**config.mk**
```make
export PLATFORM = sky130hd
export DESIGN_NAME = ram_bist_ctrl
export DESIGN_NICKNAME = d
export VERILOG_FILES = /design/src/rtl/ram_bist_ctrl.sv
export SDC_FILE = /design/constraint.sdc
export NUM_CORES = 1
export LEC_CHECK = 0
export BUFFER_PORTS_ARGS = -buffer_cell sky130_fd_sc_hd__buf_2
export CORE_ASPECT_RATIO = 1.75
export CORE_MARGIN = 1.5
export CORE_UTILIZATION = 55
export CTS_CLUSTER_SIZE = 30
export DETAILED_ROUTE_END_ITERATION = 8
export PLACE_DENSITY_LB_ADDON = 0.3
export SETUP_SLACK_MARGIN = 0.05
export SLEW_MARGIN = 10
export SYNTH_ARGS = -nofsm -noshare
export SYNTH_HDL_FRONTEND = slang
export SYNTH_SLANG_ARGS = --single-unit
```
**constraint.sdc**
```tcl
create_clock -name clk -period 3.1 [get_ports clk]
set_input_delay 0 -clock clk [delete_from_list [all_inputs] [get_ports clk]]
set_output_delay 0 -clock clk [all_outputs]
set_load 0.005 [all_outputs]
```
**src/rtl/ram_bist_ctrl.sv**
```systemverilog
// ram_bist_ctrl -- March-style RAM built-in self test controller.
//
// Runs the sequence  W0: w(P) ascending,  R0W1: r(P),w(~P) ascending,
// R1: r(~P) descending  over locations 0 .. test_depth-1. Every pass over
// the array takes test_depth cycles per operation, so a full run lasts
// 4*test_depth cycles from the first W0 cycle until END is entered.
//
// Parameters:
//   addr_size   RAM address width
//   word_size   RAM data width
//   test_depth  number of locations tested (2 .. 2**addr_size)
//   background  March background pattern P
//
// Ports:
//   clk, reset          clock, synchronous active-high reset
//   start               one-cycle request to begin a test
//   ram_addr/ram_data_in/ram_wr/ram_cs   RAM drive (registered)
//   ram_data_out        RAM asynchronous read data at ram_addr
//   busy, done, pass    status; pass is valid while done=1
//   fail_addr           address of the first mismatch
//   err_count           mismatch count, saturating at 16'hFFFF
//
// Build option: define BIST_STOP_ON_FAIL_EN to end the test on the edge
// following the first mismatch instead of running all phases.
module ram_bist_ctrl #(
  parameter int unsigned addr_size  = 16,
  parameter int unsigned word_size  = 8,
  parameter int unsigned test_depth = 1024,
  parameter logic [word_size-1:0] background = 8'h55
) (
  input  logic                 clk,
  input  logic                 reset,
  input  logic                 start,
  output logic [addr_size-1:0] ram_addr,
  output logic [word_size-1:0] ram_data_in,
  output logic                 ram_wr,
  output logic                 ram_cs,
  input  logic [word_size-1:0] ram_data_out,
  output logic                 busy,
  output logic                 done,
  output logic                 pass,
  output logic [addr_size-1:0] fail_addr,
  output logic [15:0]          err_count
);

  localparam logic [addr_size-1:0] LAST  = addr_size'(test_depth - 1);
  localparam logic [addr_size-1:0] ONE   = addr_size'(1);
  localparam logic [word_size-1:0] PAT   = background;
  localparam logic [word_size-1:0] PAT_N = ~background;

  localparam bit STOP_ON_FAIL =
`ifdef BIST_STOP_ON_FAIL_EN
    1'b1;
`else
    1'b0;
`endif

  typedef enum logic [2:0] {
    IDLE, W0, R0W1_RD, R0W1_WR, R1, END
  } state_t;

  state_t      state;
  logic        mismatch;
  logic [15:0] err_next;

  // ram_addr doubles as the March address counter; the read compare uses the
  // registered address, so the RAM's async data is checked in the same cycle.
  always_comb begin
    mismatch = 1'b0;
    case (state)
      R0W1_RD: mismatch = (ram_data_out != PAT);
      R1:      mismatch = (ram_data_out != PAT_N);
      default: mismatch = 1'b0;
    endcase
    err_next = err_count;
    if (mismatch && (err_count != '1))
      err_next = err_count + 16'd1;
  end

  always_ff @(posedge clk) begin
    if (reset) begin
      state       <= IDLE;
      busy        <= 1'b0;
      done        <= 1'b0;
      pass        <= 1'b0;
      fail_addr   <= '0;
      err_count   <= '0;
      ram_cs      <= 1'b0;
      ram_wr      <= 1'b0;
      ram_addr    <= '0;
      ram_data_in <= '0;
    end else begin
      if (mismatch) begin
        err_count <= err_next;
        if (err_count == '0)
          fail_addr <= ram_addr;
      end

      case (state)
        IDLE: begin
          if (start && !busy) begin
            state       <= W0;
            busy        <= 1'b1;
            done        <= 1'b0;
            pass        <= 1'b0;
            fail_addr   <= '0;
            err_count   <= '0;
            ram_cs      <= 1'b1;
            ram_wr      <= 1'b1;
            ram_addr    <= '0;
            ram_data_in <= PAT;
          end
        end

        W0: begin
          if (ram_addr == LAST) begin
            state       <= R0W1_RD;
            ram_addr    <= '0;
            ram_wr      <= 1'b0;
            ram_data_in <= '0;
          end else begin
            ram_addr <= ram_addr + ONE;
          end
        end

        R0W1_RD: begin
          if (STOP_ON_FAIL && mismatch) begin
            state       <= END;
            busy        <= 1'b0;
            done        <= 1'b1;
            pass        <= 1'b0;
            ram_cs      <= 1'b0;
            ram_wr      <= 1'b0;
            ram_addr    <= '0;
            ram_data_in <= '0;
          end else begin
            state       <= R0W1_WR;
            ram_wr      <= 1'b1;
            ram_data_in <= PAT_N;
          end
        end

        R0W1_WR: begin
          ram_wr      <= 1'b0;
          ram_data_in <= '0;
          // R1 begins at the top address, which is where this phase ends.
          if (ram_addr == LAST) begin
            state <= R1;
          end else begin
            state    <= R0W1_RD;
            ram_addr <= ram_addr + ONE;
          end
        end

        R1: begin
          if ((STOP_ON_FAIL && mismatch) || (ram_addr == '0)) begin
            state       <= END;
            busy        <= 1'b0;
            done        <= 1'b1;
            pass        <= (err_next == '0);
            ram_cs      <= 1'b0;
            ram_wr      <= 1'b0;
            ram_addr    <= '0;
            ram_data_in <= '0;
          end else begin
            ram_addr <= ram_addr - ONE;
          end
        end

        END: begin
          // start is not accepted in this cycle; status is held in IDLE.
          state <= IDLE;
        end

        default: state <= IDLE;
      endcase
    end
  end

endmodule

```
==> results of run 1 <==
==> critical path, cell delays in order, from the launching register on <==
cell                       delay [ns]
sky130_fd_sc_hd__dfxtp_1         0.55
sky130_fd_sc_hd__ha_1            0.27
sky130_fd_sc_hd__nand3_1         0.18
sky130_fd_sc_hd__nor4_2          0.28
sky130_fd_sc_hd__buf_4           0.19
sky130_fd_sc_hd__and2_2          0.21
sky130_fd_sc_hd__a21o_1          0.30
sky130_fd_sc_hd__o221ai_1        0.19
sky130_fd_sc_hd__a32oi_1         0.24
sky130_fd_sc_hd__nor2_1          0.05
==> Yosys cell counts, types with 4 or more instances <==
master                     instances  area [um^2]
sky130_fd_sc_hd__mux2i_1          20          200
sky130_fd_sc_hd__inv_1            11         41.3
sky130_fd_sc_hd__and3_1            5         31.3
sky130_fd_sc_hd__nand2b_1          7         43.8
sky130_fd_sc_hd__nand2_1          25         93.8
sky130_fd_sc_hd__nor3_1            9         45.0
sky130_fd_sc_hd__nor2_1           63          236
sky130_fd_sc_hd__xor2_1            9         78.8
sky130_fd_sc_hd__a21o_1            5         37.5
sky130_fd_sc_hd__a32oi_1           4         35.0
sky130_fd_sc_hd__buf_2             6         30.0
sky130_fd_sc_hd__a221oi_1          4         35.0
sky130_fd_sc_hd__a211oi_1          4         30.0
sky130_fd_sc_hd__nand4_1           9         56.3
sky130_fd_sc_hd__o21ai_0          12         60.1
sky130_fd_sc_hd__clkbuf_1         21         78.8
sky130_fd_sc_hd__dfxtp_1          57         1140
sky130_fd_sc_hd__xnor2_1          17          149
sky130_fd_sc_hd__buf_4            11         82.6
sky130_fd_sc_hd__and4_1            4         35.0
sky130_fd_sc_hd__o211ai_1          9         67.6
sky130_fd_sc_hd__nand3_1          22          110
sky130_fd_sc_hd__nor4_1            8         50.1
sky130_fd_sc_hd__a21oi_1          28          140
sky130_fd_sc_hd__nor4bb_1          4         40.0
sky130_fd_sc_hd__ha_1              5         62.6
==> per-layer routing <==
layer | routed length [um] | GRT usage [%] | vias up
met5 | 0 | 0 | -
met1 | 3510 | 28.7 | 1623
met2 | 5110 | 53.3 | 138
met4 | 465 | 18.7 | 0
met3 | 492 | 6.35 | 36
li1 | - | - | 1657
==> metrics by stage <==
step / hold slack, ns / cells / worst slack, ns / util [%] / total power [uW]
global route: 0.116 / 568 / 0.286 / 64.6 / 1660
CTS: 0.0358 / 568 / 0.566 / 64.6 / 1630
global placement: 0.394 / 552 / 0.609 / 61.2 / 895
detailed placement: 0.402 / 552 / 0.594 / 61.2 / 896
finish: 0.0374 / 568 / 0.505 / 64.6 / 1610
floorplan: 0.254 / 437 / 0.888 / - / 855
==> cell type report <==
class | instances | area [um^2]
multi-input combinational | 327 | 2070
clock inverter | 2 | 35.0
tap | 80 | 100
inverter | 11 | 41.3
fill | 549 | 2170
clock buffer | 14 | 173
timing repair buffer | 77 | 400
sequential | 57 | 1140
==> power breakdown <==
part / total (uW) / switching, uW / leakage (uW) / internal (uW)
Clock: 733 / 297 / 0.000107 / 436
Sequential: 748 / 8.88 / 0.000460 / 739
Combinational: 134 / 87.4 / 0.00102 / 46.3
==> placed cells by master, fill, tap and decap left out, drive strengths merged, types with 5 or more instances in the layout <==
master,n
o211ai,9
nand2,26
and2,5
xor2,9
nor3,12
a21oi,29
and3,5
o21ai,14
nand3,22
clkbuf,14
nor4,9
nand2b,7
mux2i,20
a21o,5
xnor2,17
buf,77
nor2,63
inv,11
ha,5
nand4,9
dfxtp,57
==> path summary, 6_finish.rpt <==
kind	from	to	cells past startpoint	slack, ns
worst max-delay path	ram_addr[1]	ram_addr[9]	9	0.50
worst min-delay path	start	busy	5	0.04
worst min register to register	done	done	1	0.49
worst max register to register	ram_addr[1]	ram_addr[9]	9	0.50
==> sequential cells by signal, indices dropped and copies added, names as in the netlist <==
register     cells
busy             1
done             1
err_count       16
fail_addr       16
pass             1
ram_addr        16
ram_data_in      2
ram_wr           1
state            3
==> logic make-up after synthesis <==
kind of cell | Yosys count | share of synthesized area (%)
AO/OA/AOI/OAI | 93 | 18.0
XOR/XNOR | 26 | 6.55
adder cells (fa/ha/maj) | 5 | 1.80
buffers and inverters | 53 | 7.60
flip-flops | 57 | 32.8
multiplexers | 20 | 5.76
AND/OR/NAND/NOR | 183 | 27.4
==> impl_metrics.py, run 1 <==
metrics = {
    "status": {
        "run_status": "complete, no violations",
    },
    "pwr": {
        "irDropWorstVdd_v": 0.000414,
        "power_density_mw_per_mm2": 408,
        "leakage_uw": 0.00159,
    },
    "yosys": {
        "synth-seq-cells": 57,
        "post_synth_num_cell_types": 65,
        "syn_nets": 453,
        "synth_seq_area_share_pct": 32.8,
        "synth_area_mm2": 0.00347,
        "yosys_warnings": 0,
        "share_of_flip_flops_with_an_asynchronous_set_or_reset_pct": 0,
        "synth.avg_cell_area_um2": 7.95,
        "synth_edf_count": 0,
        "post_synth_inst_count": 437,
        "yosys_most_used_dff": "sky130_fd_sc_hd__dfxtp_1",
    },
    "drt": {
        "routed_wirelength_um": 9580,
        "drt_pre_antenna_iters": 6,
        "detail_route.vias_per_cell": 6.08,
        "route.antenna.remaining_nets": 0,
        "drc": 0,
        "drt_first_iter_violations": 226,
        "routedWlPerCell_um": 16.9,
        "dr_total_vias": 3454,
    },
    "finish": {
        "final_net_count": 499,
        "syn_to_final_growth_pct": 14.0,
        "drive_above_1_share_pct": 21.3,
        "diodes": 0,
        "design_area_mm2": 0.00396,
    },
    "floorplanning": {
        "fp.dieH_um": 108,
        "die-area_mm2": 0.00682,
        "ioPinCount": 72,
        "floorplan.core_area_mm2": 0.00613,
        "die_width_um": 63.1,
        "std_cell_rows": 38,
        "initial_utilization_pct": 56.7,
    },
    "cts": {
        "numCtsBuffers": 9,
        "clkSlewWorstSetupHoldPaths_ns": 0.06,
        "clock_path_buffers": 2,
        "clock_insertion_delay_worst_skew_ns": 0.35,
        "cts_htree_levels": 3,
        "clock-root-buffer": "sky130_fd_sc_hd__clkbuf_8",
        "cts_hold_buffers": 0,
        "cts-resized-gates": 0,
        "postCtsSetupBuffers": 0,
        "clock_sinks": 57,
        "cts_tree": "built",
    },
    "global_route": {
        "initial_antenna_violation_count": 0,
        "grt_overflow": 0,
        "grt_first_pass_wirelength_um": 15300,
        "largest_net_degree_at_the_start_of_global_routing": 27,
        "grt_usage_pct": 28.9,
        "number_of_global_route_vias_before_repair": 3255,
    },
    "place": {
        "postPlaceCellArea_mm2": 0.00375,
        "place_congestion": 1.02,
        "io_buffers": 71,
        "hpwl_um": 6960,
    },
    "timing": {
        "layout_worst_path_cycle_share_pct": 83.7,
        "timing.final.setup_violations": 0,
        "finalHoldViolations": 0,
        "finalCriticalPeriod_ns": 2.60,
        "totalNegativeSetupSlack_ns": 0,
        "worst_margin_slew_ns": 0.944,
        "maxSlewViolCount": 0,
        "grt_setup_unrepaired": "no",
        "final.setup_skew_ns": 0.00772,
        "clock.fmax_mhz": 385,
        "maxSlewHeadroom_pct": 36.7,
    },
    "critical_path": {
        "setup.worst_path.end_class": "flop",
        "critPathRequiredTime_ns": 3.32,
        "timing.critical_path.arrival_ns": 2.82,
        "setup.worst_path.class": "flop to flop",
        "timing.critical_path.from_type": "flop",
        "crit_path_max_fanout": 9,
    },
    "run": {
        "timing.max_cap.violations": 0,
    },
    "min_path": {
        "holdCritPathClass": "input port to flop",
    },
}
(Power assumes the default switching activity.)
==> inputs of run 2 (changes only) <==
--- a/config.mk
+++ b/config.mk
@@ -8,7 +8,7 @@
 export BUFFER_PORTS_ARGS = -buffer_cell sky130_fd_sc_hd__buf_2
 export CORE_ASPECT_RATIO = 1.75
 export CORE_MARGIN = 1.5
-export CORE_UTILIZATION = 55
+export CORE_UTILIZATION = 50
 export CTS_CLUSTER_SIZE = 30
 export DETAILED_ROUTE_END_ITERATION = 8
 export PLACE_DENSITY_LB_ADDON = 0.3
==> constraint.sdc (replaced) <==
create_clock -name clk -period 2.1 [get_ports clk]
set_input_delay 0 -clock clk [delete_from_list [all_inputs] [get_ports clk]]
set_output_delay 0 -clock clk [all_outputs]
set_load 0.005 [all_outputs]
==> run 2 against run 1 <==
Sequential cell count is the same; register-to-register slack lost 0.48 ns; largest cell class unchanged; cell area grew 24%; clock power grew 99%; worst setup slack lost 0.48 ns; clock-buffer cell count shrank 2; critical endpoint is now ram_addr[10]; critical path type unchanged; clock skew grew 0.00060 ns.
==> impl_metrics.py, run 2 (synthesis gave the netlist of run 1 again) <==
metrics = {
    "status": {
        "run_status": "complete, no violations",
    },
    "place": {
        "hpwl_um": 7830,
        "io_buffers": 71,
        "place_congestion": 0.944,
        "dp_cells": 626,
    },
    "timing": {
        "finalHoldViolations": 0,
        "finalCriticalPeriod_ns": 2.08,
        "maxSlewHeadroom_pct": 59.4,
        "final.setup_skew_ns": 0.00833,
        "timing.final.setup_violations": 0,
        "worst_margin_slew_ns": 0.609,
        "grt_setup_unrepaired": "yes",
        "layout_worst_path_cycle_share_pct": 98.9,
        "clock.fmax_mhz": 482,
        "maxSlewViolCount": 0,
    },
    "global_route": {
        "grt_first_pass_wirelength_um": 16600,
        "grt_usage_pct": 29.3,
        "largest_net_degree_at_the_start_of_global_routing": 33,
        "number_of_global_route_vias_before_repair": 3619,
        "grt_overflow": 0,
        "initial_antenna_violation_count": 0,
    },
    "cts": {
        "clock_sinks": 57,
        "clkSlewWorstSetupHoldPaths_ns": 0.05,
        "clock-root-buffer": "sky130_fd_sc_hd__clkbuf_16",
        "cts_htree_levels": 3,
        "clock_insertion_delay_worst_skew_ns": 0.33,
        "clock_path_buffers": 2,
        "cts_hold_buffers": 0,
        "cts_tree": "built",
        "numCtsBuffers": 9,
    },
    "drt": {
        "drt_first_iter_violations": 235,
        "drt_pre_antenna_iters": 5,
        "dr_total_vias": 3967,
        "route.antenna.remaining_nets": 0,
        "routedWlPerCell_um": 18.1,
        "detail_route.vias_per_cell": 6.11,
        "routed_wirelength_um": 11700,
        "drc": 0,
    },
    "pwr": {
        "power_density_mw_per_mm2": 575,
        "irDropWorstVdd_v": 0.000692,
        "leakage_uw": 0.00215,
    },
    "critical_path": {
        "worst-path-stages": 8,
        "timing.critical_path.from_type": "flop",
        "timing.critical_path.mode_cell": "sky130_fd_sc_hd__a21oi_1",
        "setup.worst_path.class": "flop to flop",
        "timing.critical_path.max_delay_family": "simple AND/OR/NAND/NOR gates",
        "crit_path_max_fanout": 7,
        "critPathSlowestCell": "sky130_fd_sc_hd__or4_4",
        "timing.critical_path.arrival_ns": 2.27,
        "ff2ff_path_depth": 8,
        "timing.critical_path.slowest_cell_delay_ns": 0.53,
        "critPathBufInv": 1,
        "critPathRequiredTime_ns": 2.29,
        "setup.worst_path.end_class": "flop",
        "crit_path_cell_trace": "or4_4 -> nor3_4 -> buf_6 -> a21oi_1 -> a21oi_1 -> o41ai_1 -> a32oi_1 -> nor2_1",
    },
    "floorplanning": {
        "ioPinCount": 72,
        "die-area_mm2": 0.00748,
        "floorplan.core_area_mm2": 0.00681,
        "initial_utilization_pct": 51.0,
        "std_cell_rows": 40,
        "die_width_um": 66.0,
        "fp.dieH_um": 113,
    },
    "finish": {
        "drive_above_1_share_pct": 38.4,
        "reg_top3": "err_count: 16 flops, fail_addr: 16 flops, ram_addr: 16 flops",
        "most_frequent_cells_in_the_layout": "sky130_fd_sc_hd__buf_4 (74), sky130_fd_sc_hd__buf_2 (72), sky130_fd_sc_hd__nor2_1 (61)",
        "utilization_pct": 72.1,
        "final_common_cell": "sky130_fd_sc_hd__buf_4",
        "nFillCells": 536,
        "final_net_count": 577,
        "diodes": 0,
        "stdcell_count": 649,
        "syn_to_final_growth_pct": 41.3,
    },
    "min_path": {
        "holdCritPathClass": "input port to flop",
        "hold-path-cell-count": 5,
    },
    "run": {
        "timing.max_cap.violations": 0,
    },
}
==> run 2: per-layer routing <==
| metal | track usage, % | wire length [um] | vias up |
|---|---|---|---|
| met2 | 52.4 | 6300 | 224 |
| li1 | - | - | 1818 |
| met1 | 28.0 | 3940 | 1856 |
| met5 | 0 | 0 | - |
| met4 | 21.8 | 748 | 0 |
| met3 | 6.76 | 737 | 69 |
==> run 2: stage by stage <==
| step | hold WS [ns] | setup TNS (ns) | power, uW | setup WS, ns | cell area (um^2) |
|---|---|---|---|---|---|
| floorplan | 0.254 | 0 | 1260 | 0.0144 | 3510 |
| detailed placement | 0.388 | 0 | 1350 | 0.00428 | 4330 |
| CTS | 0.0958 | 0 | 2810 | 0.0255 | 4670 |
| global route | 0.118 | -0.441 | 2910 | -0.0885 | 4910 |
| global placement | 0.363 | 0 | 1350 | 0.0360 | 4330 |
| finish | 0.0952 | 0 | 2820 | 0.0240 | 4910 |
==> run 2: worst min-delay path, cell delays in order <==
cell	delay, ns
sky130_fd_sc_hd__buf_2	0.09
sky130_fd_sc_hd__a21oi_1	0.05
sky130_fd_sc_hd__nor2_1	0.08
sky130_fd_sc_hd__a21oi_1	0.05
sky130_fd_sc_hd__nor2_1	0.10
==> run 2: final cells by class <==
class	count	area (um^2)	area share [%]
multi-input combinational	328	2290	46.6
sequential	57	1150	23.5
timing repair buffer	154	1030	21.0
clock buffer	12	256	5.23
tap	84	105	2.14
inverter	11	41.3	0.841
clock inverter	3	40.0	0.816
==> run 2: final timing paths <==
| check | start | slack, ns | end |
|---|---|---|---|
| worst max-delay path | ram_addr[12] | 0.02 | ram_addr[10] |
| worst min-delay path | start | 0.1 | busy |
| worst max register to register | ram_addr[12] | 0.02 | ram_addr[10] |
| worst min register to register | fail_addr[8] | 0.49 | fail_addr[8] |
==> run 2: report_power, final <==
part	switching, uW	internal, uW
clock	489	970
combinational	160	106
sequential	7.64	1090
==> run 2: repair_timing <==
action / in CTS / in global routing
gates cloned: 1 / 2
setup endpoints to repair: 17 / 35
pin swaps: 3 / 8
buffers inserted: 0 / 5
gates resized for setup: 8 / 39
==> inputs of run 3 (changes only) <==
--- a/config.mk
+++ b/config.mk
@@ -8,9 +8,10 @@
 export BUFFER_PORTS_ARGS = -buffer_cell sky130_fd_sc_hd__buf_2
 export CORE_ASPECT_RATIO = 1.75
 export CORE_MARGIN = 1.5
-export CORE_UTILIZATION = 50
+export CORE_UTILIZATION = 55
 export CTS_CLUSTER_SIZE = 30
 export DETAILED_ROUTE_END_ITERATION = 8
+export GPL_ROUTABILITY_DRIVEN = 0
 export PLACE_DENSITY_LB_ADDON = 0.3
 export SETUP_SLACK_MARGIN = 0.05
 export SLEW_MARGIN = 10
==> constraint.sdc (replaced) <==
create_clock -name clk -period 2.3 [get_ports clk]
set_input_delay 0 -clock clk [delete_from_list [all_inputs] [get_ports clk]]
set_output_delay 0 -clock clk [all_outputs]
set_load 0.005 [all_outputs]
==> run 3 against run 2 <==
Combinational power shrank 21%; first-iteration DRC count rose by 37%; utilization is 0.88 points lower; clock skew fell by 0.00061 ns; critical path depth unchanged; sequential share of layout area rose by 2.8 points; clock power is 33% lower; sequential power shrank 9%; clock-buffer cell count is 2 higher; critical path type unchanged.
==> impl_metrics.py, run 3 (synthesis gave the netlist of run 1 again) <==
metrics = {
    "status": {
        "run_status": "complete, no violations",
    },
    "min_path": {
        "holdCritPathClass": "input port to flop",
    },
    "drt": {
        "detail_route.vias_per_cell": 6.15,
        "route.antenna.remaining_nets": 0,
        "drt_pre_antenna_iters": 5,
        "routed_wirelength_um": 10300,
        "drc": 0,
        "routedWlPerCell_um": 16.9,
        "drt_first_iter_violations": 321,
        "dr_total_vias": 3733,
    },
    "cts": {
        "cts_htree_levels": 3,
        "cts_hold_buffers": 0,
        "clock-root-buffer": "sky130_fd_sc_hd__clkbuf_8",
        "clock_insertion_delay_worst_skew_ns": 0.35,
        "clock_path_buffers": 2,
        "numCtsBuffers": 9,
        "clock_sinks": 57,
        "clkSlewWorstSetupHoldPaths_ns": 0.06,
        "cts_tree": "built",
    },
    "finish": {
        "area_taken_by_multi_input_logic_gates_mm2": 0.00216,
        "final_net_count": 538,
        "syn_to_final_growth_pct": 25.7,
        "most_frequent_cells_in_the_layout": "sky130_fd_sc_hd__buf_2 (71), sky130_fd_sc_hd__nor2_1 (63), sky130_fd_sc_hd__dfxtp_1 (53)",
        "drive_above_1_share_pct": 29.8,
        "reg_top3": "err_count: 16 flops, fail_addr: 16 flops, ram_addr: 16 flops",
        "final_common_cell": "sky130_fd_sc_hd__buf_2",
        "diodes": 0,
        "nFillCells": 494,
        "seq_area_mm2": 0.00115,
    },
    "timing": {
        "finalHoldViolations": 0,
        "finalCriticalPeriod_ns": 2.19,
        "layout_worst_path_cycle_share_pct": 95.2,
        "maxSlewViolCount": 0,
        "maxSlewHeadroom_pct": 65.1,
        "clock.fmax_mhz": 457,
        "grt_setup_unrepaired": "yes",
        "final.setup.worst_slack_ns": 0.111,
        "final.setup_skew_ns": 0.00772,
        "final.hold.worst_slack_ns": 0.0296,
        "timing.final.setup_violations": 0,
        "worst_margin_slew_ns": 0.524,
    },
    "floorplanning": {
        "ioPinCount": 72,
        "die-area_mm2": 0.00682,
        "floorplan.core_area_mm2": 0.00613,
        "std_cell_rows": 38,
        "initial_utilization_pct": 56.7,
        "fp.dieH_um": 108,
        "die_width_um": 63.1,
    },
    "critical_path": {
        "setup.worst_path.class": "flop to flop",
        "timing.critical_path.from_type": "flop",
        "critPathSlowestCell": "sky130_fd_sc_hd__or4_4",
        "critPathBufInv": 1,
        "setup.worst_path.end_class": "flop",
        "timing.critical_path.arrival_ns": 2.40,
        "crit_path_cell_trace": "or4_4 -> nor3_4 -> buf_12 -> nand3_1 -> a21o_1 -> nor3b_1 -> a21oi_1 -> a21oi_1",
        "timing.critical_path.slowest_cell_delay_ns": 0.54,
        "crit_path_max_fanout": 8,
        "timing.critical_path.max_delay_family": "simple AND/OR/NAND/NOR gates",
        "timing.critical_path.mode_cell": "sky130_fd_sc_hd__a21oi_1",
        "critPathRequiredTime_ns": 2.51,
    },
    "pwr": {
        "irDropWorstVdd_v": 0.000511,
        "power_density_mw_per_mm2": 502,
        "leakage_uw": 0.00185,
    },
    "place": {
        "io_buffers": 71,
        "placement_setup_slack_ns": 0.0413,
        "hpwl_um": 7240,
    },
    "global_route": {
        "grt_overflow": 0,
        "largest_net_degree_at_the_start_of_global_routing": 27,
        "grt_usage_pct": 29.6,
        "number_of_global_route_vias_before_repair": 3388,
        "grt_first_pass_wirelength_um": 15800,
        "initial_antenna_violation_count": 0,
    },
    "run": {
        "timing.max_cap.violations": 0,
    },
}
[run 3: changes by cell type in the layout (fill, tap and decap cells not counted), sizes merged]
| cell | change |
|---|---|
| buf | -38 |
| clkbuf | +1 |
| clkinv | -1 |
[run 3: per-stage QoR]
stage          total power, uW  utilization [%]  cells  TNS (ns)  cell area, um^2
3_3_place_gp              1220             65.7    587         0             4030
6_report                  2190             71.2    607         0             4370
2_1_floorplan             1150                -    437         0             3470
5_1_grt                   2270             71.2    607    -0.134             4370
4_1_cts                   2200             69.1    603         0             4240
3_5_place_dp              1220             65.7    587         0             4030
[run 3: worst paths after layout]
path | start | endpoint | slack, ns | cells past startpoint
worst max register to register | ram_addr[12] | ram_addr[3] | 0.11 | 8
worst min register to register | done | done | 0.48 | 1
worst max-delay path | ram_addr[12] | ram_addr[3] | 0.11 | 8
worst min-delay path | start | busy | 0.03 | 5
[run 3: area by class of cell]
cell class              instances  area share [%]
multi-input cells             328            49.5
flip-flops and latches         57            26.2
repair buffers                115            16.3
clock buffers                  14            3.95
well taps                      80            2.29
inverters                      11           0.945
clock inverters                 2           0.802
[run 3: what timing repair did]
item                       4_1_cts  5_1_grt
buffers inserted                 0        3
setup endpoints to repair        3       30
cloned                           0        1
pin swaps                        0        2
resized for setup                1       21
[run 3: power breakdown]
group | switching [uW] | internal (uW)
combinational | 130 | 79.7
sequential | 6.62 | 996
clock | 392 | 588
[run 3: worst min-delay path: stages]
cell	delay, ns
sky130_fd_sc_hd__buf_2	0.09
sky130_fd_sc_hd__a21oi_1	0.05
sky130_fd_sc_hd__nor2_1	0.08
sky130_fd_sc_hd__a21oi_1	0.04
sky130_fd_sc_hd__nor2_1	0.07
[run 3: per-layer routing]
layer | wire length, um | global-route usage [%] | vias up | part of all wire, %
li1 | - | - | 1738 | -
met1 | 3590 | 30.3 | 1751 | 35
met2 | 5540 | 54.3 | 190 | 54
met3 | 615 | 5.10 | 54 | 6.0
met4 | 517 | 20.0 | 0 | 5.0
met5 | 0 | 0 | - | 0
